--- src/rtl/mc_control_fsm.sv ---
// Multicycle MIPS control unit: main-decode FSM, ALU decode and PC enables,
// with a memory ready handshake, wait timeout and illegal-opcode trap.
module mc_control_fsm #(
    parameter int MEM_HANDSHAKE = 1,
    parameter int TIMEOUT       = 16,
    parameter int STATE_W       = 5
) (
    input  logic               clk,
    input  logic               reset,
    input  logic [5:0]         op,
    input  logic [5:0]         funct,
    input  logic               zero,
    input  logic               mem_ready,
    output logic               mem_req,
    output logic               pcen,
    output logic [1:0]         memwrite,
    output logic               irwrite,
    output logic               regwrite,
    output logic               iord,
    output logic               memtoreg,
    output logic               regdst,
    output logic               alusrca,
    output logic [2:0]         alusrcb,
    output logic [1:0]         pcsrc,
    output logic [2:0]         alucontrol,
    output logic [1:0]         ltype,
    output logic               illegal,
    output logic               bus_err,
    output logic [STATE_W-1:0] state
);

    localparam logic [3:0] S_FETCH   = 4'd0;
    localparam logic [3:0] S_DECODE  = 4'd1;
    localparam logic [3:0] S_MEMADR  = 4'd2;
    localparam logic [3:0] S_MEMRD   = 4'd3;
    localparam logic [3:0] S_MEMWB   = 4'd4;
    localparam logic [3:0] S_MEMWR   = 4'd5;
    localparam logic [3:0] S_RTYPEEX = 4'd6;
    localparam logic [3:0] S_RTYPEWB = 4'd7;
    localparam logic [3:0] S_BREX    = 4'd8;
    localparam logic [3:0] S_IMMEX   = 4'd9;
    localparam logic [3:0] S_IMMWB   = 4'd10;
    localparam logic [3:0] S_JEX     = 4'd11;

    localparam logic [5:0] OP_RTYPE = 6'b000000;
    localparam logic [5:0] OP_LW    = 6'b100011;
    localparam logic [5:0] OP_LB    = 6'b100000;
    localparam logic [5:0] OP_LBU   = 6'b100100;
    localparam logic [5:0] OP_SW    = 6'b101011;
    localparam logic [5:0] OP_SB    = 6'b101000;
    localparam logic [5:0] OP_BEQ   = 6'b000100;
    localparam logic [5:0] OP_BNE   = 6'b000101;
    localparam logic [5:0] OP_ADDI  = 6'b001000;
    localparam logic [5:0] OP_ANDI  = 6'b001100;
    localparam logic [5:0] OP_ORI   = 6'b001101;
    localparam logic [5:0] OP_J     = 6'b000010;

    localparam logic [2:0] ALU_ADD = 3'b010;
    localparam logic [2:0] ALU_SUB = 3'b110;
    localparam logic [2:0] ALU_AND = 3'b000;
    localparam logic [2:0] ALU_OR  = 3'b001;
    localparam logic [2:0] ALU_SLT = 3'b111;

    localparam int CNT_W = (TIMEOUT > 32'sd1) ? $clog2(TIMEOUT) : 1;
    localparam logic TO_EN = (TIMEOUT > 32'sd0) && (MEM_HANDSHAKE != 32'sd0);

    function automatic logic is_load(input logic [5:0] o);
        return (o == OP_LW) || (o == OP_LB) || (o == OP_LBU);
    endfunction

    function automatic logic is_store(input logic [5:0] o);
        return (o == OP_SW) || (o == OP_SB);
    endfunction

    function automatic logic [1:0] load_type(input logic [5:0] o);
        case (o)
            OP_LB:   return 2'b01;
            OP_LBU:  return 2'b10;
            default: return 2'b00;
        endcase
    endfunction

    function automatic logic [2:0] funct_alu(input logic [5:0] f);
        case (f)
            6'b100010: return ALU_SUB;
            6'b100100: return ALU_AND;
            6'b100101: return ALU_OR;
            6'b101010: return ALU_SLT;
            default:   return ALU_ADD;
        endcase
    endfunction

    logic [3:0]       state_r;
    logic [3:0]       next_state_s;
    logic [CNT_W-1:0] wait_cnt_r;
    logic             rdy_s;
    logic             wait_state_s;
    logic             timeout_s;
    logic             kill_s;

    assign rdy_s        = (MEM_HANDSHAKE != 32'sd0) ? mem_ready : 1'b1;
    assign wait_state_s = (state_r == S_FETCH) || (state_r == S_MEMRD) || (state_r == S_MEMWR);
    assign timeout_s    = TO_EN && wait_state_s && !rdy_s &&
                          (wait_cnt_r == CNT_W'(TIMEOUT - 32'sd1));
    // Anything that must suppress enables this cycle.
    assign kill_s       = reset || timeout_s;
    assign state        = STATE_W'(state_r);

    // Next-state decode; a timed-out wait abandons the instruction and refetches.
    always_comb begin
        next_state_s = S_FETCH;
        if (timeout_s) begin
            next_state_s = S_FETCH;
        end else begin
            case (state_r)
                S_FETCH:   next_state_s = rdy_s ? S_DECODE : S_FETCH;
                S_DECODE: begin
                    case (op)
                        OP_LW, OP_LB, OP_LBU, OP_SW, OP_SB: next_state_s = S_MEMADR;
                        OP_RTYPE:                           next_state_s = S_RTYPEEX;
                        OP_BEQ, OP_BNE:                     next_state_s = S_BREX;
                        OP_ADDI, OP_ANDI, OP_ORI:           next_state_s = S_IMMEX;
                        OP_J:                               next_state_s = S_JEX;
                        default:                            next_state_s = S_FETCH;
                    endcase
                end
                S_MEMADR: begin
                    if (is_store(op)) begin
                        next_state_s = S_MEMWR;
                    end else if (is_load(op)) begin
                        next_state_s = S_MEMRD;
                    end else begin
                        next_state_s = S_FETCH;
                    end
                end
                S_MEMRD:   next_state_s = rdy_s ? S_MEMWB : S_MEMRD;
                S_MEMWR:   next_state_s = rdy_s ? S_FETCH : S_MEMWR;
                S_RTYPEEX: next_state_s = S_RTYPEWB;
                S_IMMEX:   next_state_s = S_IMMWB;
                default:   next_state_s = S_FETCH;
            endcase
        end
    end

    // State register.
    always_ff @(posedge clk or posedge reset) begin
        if (reset) begin
            state_r <= S_FETCH;
        end else begin
            state_r <= next_state_s;
        end
    end

    // Consecutive not-ready cycles spent in the current wait state.
    always_ff @(posedge clk or posedge reset) begin
        if (reset) begin
            wait_cnt_r <= {CNT_W{1'b0}};
        end else if (timeout_s || rdy_s || !wait_state_s || (next_state_s != state_r)) begin
            wait_cnt_r <= {CNT_W{1'b0}};
        end else if (TO_EN) begin
            wait_cnt_r <= wait_cnt_r + {{(CNT_W-1){1'b0}}, 1'b1};
        end else begin
            wait_cnt_r <= wait_cnt_r;
        end
    end

    // Moore control word; FETCH enables follow rdy, RTYPEEX ALU op follows funct.
    always_comb begin
        mem_req    = 1'b0;
        pcen       = 1'b0;
        memwrite   = 2'b00;
        irwrite    = 1'b0;
        regwrite   = 1'b0;
        iord       = 1'b0;
        memtoreg   = 1'b0;
        regdst     = 1'b0;
        alusrca    = 1'b0;
        alusrcb    = 3'b000;
        pcsrc      = 2'b00;
        alucontrol = ALU_ADD;
        ltype      = 2'b00;
        illegal    = 1'b0;
        bus_err    = timeout_s && !reset;
        case (state_r)
            S_FETCH: begin
                mem_req = 1'b1;
                alusrcb = 3'b001;
                pcen    = rdy_s && !kill_s;
                irwrite = rdy_s && !kill_s;
            end
            S_DECODE: begin
                alusrcb = 3'b011;
                illegal = !reset && !(is_load(op) || is_store(op) ||
                          (op == OP_RTYPE) || (op == OP_BEQ) || (op == OP_BNE) ||
                          (op == OP_ADDI) || (op == OP_ANDI) || (op == OP_ORI) || (op == OP_J));
            end
            S_MEMADR: begin
                alusrca = 1'b1;
                alusrcb = 3'b010;
            end
            S_MEMRD: begin
                mem_req = 1'b1;
                iord    = 1'b1;
                ltype   = load_type(op);
            end
            S_MEMWB: begin
                regwrite = 1'b1;
                memtoreg = 1'b1;
                ltype    = load_type(op);
            end
            S_MEMWR: begin
                mem_req = 1'b1;
                iord    = 1'b1;
                if (kill_s) begin
                    memwrite = 2'b00;
                end else if (op == OP_SB) begin
                    memwrite = 2'b10;
                end else begin
                    memwrite = 2'b01;
                end
            end
            S_RTYPEEX: begin
                alusrca    = 1'b1;
                alucontrol = funct_alu(funct);
            end
            S_RTYPEWB: begin
                regwrite = 1'b1;
                regdst   = 1'b1;
            end
            S_BREX: begin
                alusrca    = 1'b1;
                alucontrol = ALU_SUB;
                pcsrc      = 2'b01;
                if (op == OP_BEQ) begin
                    pcen = zero;
                end else if (op == OP_BNE) begin
                    pcen = !zero;
                end else begin
                    pcen = 1'b0;
                end
            end
            S_IMMEX: begin
                alusrca = 1'b1;
                case (op)
                    OP_ANDI: begin
                        alusrcb    = 3'b100;
                        alucontrol = ALU_AND;
                    end
                    OP_ORI: begin
                        alusrcb    = 3'b100;
                        alucontrol = ALU_OR;
                    end
                    default: begin
                        alusrcb    = 3'b010;
                        alucontrol = ALU_ADD;
                    end
                endcase
            end
            S_IMMWB: begin
                regwrite = 1'b1;
            end
            S_JEX: begin
                pcsrc = 2'b10;
                pcen  = 1'b1;
            end
            default: begin
                mem_req = 1'b0;
            end
        endcase
    end

endmodule

--- config.mk ---
export PLATFORM = sky130hd
export DESIGN_NAME = mc_control_fsm
export DESIGN_NICKNAME = d
export VERILOG_FILES = /design/src/rtl/mc_control_fsm.sv
export SDC_FILE = /design/constraint.sdc
export NUM_CORES = 1
export LEC_CHECK = 0
export ABC_AREA = 1
export ABC_CLOCK_PERIOD_IN_PS = 1600
export BUFFER_PORTS_ARGS = -buffer_cell sky130_fd_sc_hd__buf_4
export CAP_MARGIN = 25
export CORE_ASPECT_RATIO = 1.4
export CORE_UTILIZATION = 47
export CTS_BUF_LIST = sky130_fd_sc_hd__clkbuf_4 sky130_fd_sc_hd__clkbuf_8
export DETAILED_ROUTE_END_ITERATION = 12
export GPL_TIMING_DRIVEN = 0
export HOLD_SLACK_MARGIN = 0.02
export PLACE_DENSITY = 0.91
export SYNTH_ARGS = -nofsm -noshare
export SYNTH_HDL_FRONTEND = slang
export SYNTH_SLANG_ARGS = --single-unit
--- constraint.sdc ---
create_clock -name clk -period 1.6 [get_ports clk]
set_input_delay 0.32 -clock clk [delete_from_list [all_inputs] [get_ports clk]]
set_output_delay 0.32 -clock clk [all_outputs]
set_load 0.05 [all_outputs]
==> run summary, run 1 <==
Status = stopped before the end
Stop stage = global routing (5_1_grt)
Err = [ERROR DPL-0038] Utilization greater than 100%, impossible to legalize
I/O pins = 43
Placed cell count = 226
Pre-CTS setup slack = -221 ps
Htree depth = 1
Die height = 53.0 um
#FFs+latches synth = 8
Sequential area share after synthesis = 22.9%
Clock buffer depth = 2
Global placer's final weighted congestion = 0.908
Mean Syn Cell Area = 5.29 um^2
Synth warnings = 0
Worst EP post-GRT repair = memwrite[0]
Syn Nets = 182
WEP type = output port
Post-DP HPWL = 2400 um
Netlist cell types = 21
# port buffers = 41
Syn Inst Count = 165
Largest net degree at the start of global routing = 10
Std-Cell Rows = 18
Chip Width = 38.4 um
Total CTS buffers = 3
Clk sinks = 8
Placed inst area = 1380 um^2
Mapped Area = 873 um^2
Starting Density = 49.7%
Count of hold-fix buffers inserted at cts = 0
CTS Root Cell = clkbuf_4
[repair_timing]
action	CTS
setup endpoints to repair	17
setup buffers	9
pin swaps	6
resized for setup	36
[logic make-up after synthesis]
kind of cell | synth area share [%]
buffers and inverters | 14.2
and+or+nand+nor | 52.9
xor gates and xnor gates | 2.01
AOI/OAI and AO/OA | 6.16
DFF | 22.9
adders and majority gates | 1.43
other | 0.429
[Yosys cell counts]
library cell  number  share of area, %
ha_1               1               1.4
xor2_1             1               1.0
nor3_2             1               1.1
nand3b_1           1              0.86
nor3_1             2               1.1
buf_4              1              0.86
inv_1             31                13
o21ai_0            3               1.7
nor2_2             2               1.4
conb_1             1              0.43
a21oi_1            3               1.7
dfrtp_1            8                23
xnor2_1            1               1.0
o31ai_1            1              0.86
o21bai_1           1              0.86
o221ai_1           1               1.0
nand3_1            9               5.2
nor2_1            46                20
nand4_1            3               2.1
nand2_1           46                20
nand2_2            2               1.4
[metrics by stage]
step / hold WS (ps) / setup TNS, ps
4_1_cts: 85.2 / -3900
3_3_place_gp: 335 / -990
2_1_floorplan: 144 / -3150
3_5_place_dp: 343 / -1550
==> inputs of run 2 (changes only) <==
CORE_AREA = 2 2 63 65   (was unset)
CORE_ASPECT_RATIO = unset   (was 1.4)
CORE_UTILIZATION = unset   (was 47)
CTS_BUF_LIST = unset   (was sky130_fd_sc_hd__clkbuf_4 sky130_fd_sc_hd__clkbuf_8)
DIE_AREA = 0 0 65 67   (was unset)
HOLD_SLACK_MARGIN = unset   (was 0.02)
PLACE_DENSITY = unset   (was 0.91)
PLACE_DENSITY_LB_ADDON = 0.15   (was unset)
==> run 2 against run 1 <==
Synthesized area unchanged; synthesized cell count stayed put; the flow now finishes, with violations (setup timing).
==> run summary, run 2 <==
Status = finished with violations
Failing checks = setup timing
# diodes = 0
Die footprint = 4360 um^2
Maximum vdd drop = 322 uV
Most common cell after layout, fill and taps aside = buf_4
Synthesis-to-layout area growth = 105%
Layout Cell Area excl Fill = 1790 um^2
Clock insertion delay at the later pin of the skew report = 230 ps
Wire per inst = 10.4 um
Most frequent cells in the layout = 42 x buf_4, 27 x nand2_1, 23 x nor2_1, 22 x inv_1, 18 x nor2_4
Vias = 1,177
Initial antenna violation count = 0
Vias per Instance = 4.28
Main combinational cell family by area after synthesis = simple AND/OR/NAND/NOR gates
Pre-CTS setup slack = -202 ps
Internal power = 0.000687 W
Global placer's final weighted congestion = 0.793
Synth warnings = 0
Sw Share = 46.8%
Post-layout min period = 1890 ps
Number of nets in the layout = 245
RSZ-0062 raised after global routing = true
Sequential area share after synthesis = 22.9%
Starting Density = 24.2%
Crit path max-delay family = simple AND/OR/NAND/NOR gates
Fin crit share = 118%
Fillers = 362
Placed inst area = 1420 um^2
Largest net degree at the start of global routing = 10
Syn Inst Count = 165
Chip Width = 65 um
Netlist cell types = 21
Hold crit path type = input pin to asynchronous set/reset pin
WL final = 2850 um
Post-DP HPWL = 2280 um
CTS Root Cell = clkbuf_8
Share of layout cells above drive strength 1 = 55.9%
Clock Skews = 0.455 ps
Core ar. = 3610 um^2
Slew Viols, Final = 0
Multiplexer share of the synthesized area = 0%
Post-synth top cells = 46 x nand2_1, 46 x nor2_1, 31 x inv_1
Number of enable flip-flop cells after synthesis = 0
Slowest stage cell, crit path = dfrtp_2
Adder-Cell Fraction of Synth Area = 1.43%
Clock Power Share = 19.3%
#FFs+latches synth = 8
# port buffers = 41
Asr flop ratio synth = 100%
Leak = 0.890 nW
Final setup violating endpoints = 17
Remaining DRCs = 0
Area leader, netlist = dfrtp_1
Largest regs = state_r: 4 flops, wait_cnt_r: 4 flops
Total CTS buffers = 3
Drt pass-1 iters = 3
Compound-gate portion of the synthesized area = 6.16%
Grt ovf = 0
Post-layout power = 0.00129 W
Vias in the first global route = 1,134
Die height = 67 um
Logic pwr share = 60.8%
Max-cap violation count = 0
Worst Setup End Kind = output port
Fin Hold WS = 116 ps
First-pass GRT wire length = 4770 um
Crit path largest cell delay = 440 ps
Worst-path clk slew = 40 ps
TritonCTS clock tree = done
Clk sinks = 8
Post-synthesis xor/xnor area fraction = 2.01%
CP startpoint kind = register
Post-Synth Simple-Gate Area = 52.9%
Crit path top cell by count = nor2_4
WS Path Type = register to output port
Arrival time at the worst endpoint = 1570 ps
CP required = 1280 ps
Max Clock Freq = 530 MHz
Critical Path Fanout Max = 5
Cell Pwr Density = 721 nW/um^2
Yosys top cell area share = 22.9%
Final hold viol count = 0
WP buf/inv = 2
Syn Nets = 182
Final worst slack = -287 ps
I/O pins = 43
Std-Cell Rows = 22
Mean Syn Cell Area = 5.29 um^2
Dominant synthesized flop cell = dfrtp_1
Worst path cell trace = inv_2, nand2_4, nor2_4, nand2_2, nor2_4, nor2_2, o31ai_4, buf_6
Starting DRT DRC Count = 30
Sequential share of power = 19.9%
GRT Total Usage = 13.8%
Sw power = 0.000605 W
Clock buffer depth = 2
Setup TNS = -3000 ps
Post-DRT Antenna Nets = 0
Htree depth = 1
Mapped Area = 873 um^2
Synth top area cells = dfrtp_1 23%, nand2_1 20%, nor2_1 20%
## run 2: cell counts after synthesis
Identical to the previous run, type by type.
## run 2: worst paths after layout
check / startpoint / end / slack, ps / depth (start not counted)
min reg2reg: wait_cnt_r[0] / wait_cnt_r[0] / 470 / 1
max in group asynchronous: reset / state_r[1] / 1210 / 2
max: state_r[1] / pcen / -290 / 8
max reg2reg: state_r[1] / state_r[2] / 120 / 7
min: reset / wait_cnt_r[1] / 120 / 2
min in group clk: wait_cnt_r[0] / wait_cnt_r[0] / 470 / 1
## run 2: what timing repair did
action	4_1_cts	5_1_grt
setup endpoints to repair	16	17
hold endpoints to repair	0	0
setup buffers	11	6
pin swaps	8	8
gates resized for setup	37	21
hold buffers	0	0
## run 2: power groups by stage
stage | Combinational, W | Sequential [W] | Clock [W]
floorplan | 0.000410 | 0.000295 | 0
global placement | 0.000622 | 0.000260 | 0
detailed placement | 0.000623 | 0.000259 | 0
CTS | 0.000720 | 0.000254 | 0.000259
global route | 0.000839 | 0.000262 | 0.000264
finish | 0.000785 | 0.000257 | 0.000250
## run 2: final cells by class
class / instances / area, um^2 / area share, %
Multi-Input combinational cell: 125 / 817 / 45.6
Timing Repair Buffer: 58 / 531 / 29.6
Sequential cell: 8 / 205 / 11.4
Inverter: 31 / 128 / 7.12
Tap cell: 48 / 60.1 / 3.35
Clock buffer: 4 / 45.0 / 2.51
Buffer: 1 / 7.51 / 0.419
## run 2: kinds of logic after synthesis
kind of cell             after synthesis
flip-flops                             8
AO/OA/AOI/OAI                          9
AND/OR/NAND/NOR                      112
XOR/XNOR                               2
buffers and inverters                 32
adder cells (fa/ha/maj)                1
other                                  1
## run 2: layer usage
metal	vias up	wire length, um	global-route usage (%)	share of wire (%)
li1	627	-	-	-
met1	523	1320	17.8	46
met2	25	1410	24.0	50
met3	2	94	1.01	3.3
met4	0	25	4.79	0.88
met5	-	0	0	0
## run 2: through the flow
| step | cells | util (%) |
|---|---|---|
| 6_report | 275 | 49.7 |
| 3_5_place_dp | 254 | 39.2 |
| 4_1_cts | 269 | 46.6 |
| 3_3_place_gp | 254 | 39.2 |
| 5_1_grt | 275 | 49.7 |
| 2_1_floorplan | 165 | - |
(Power assumes the default switching activity.)
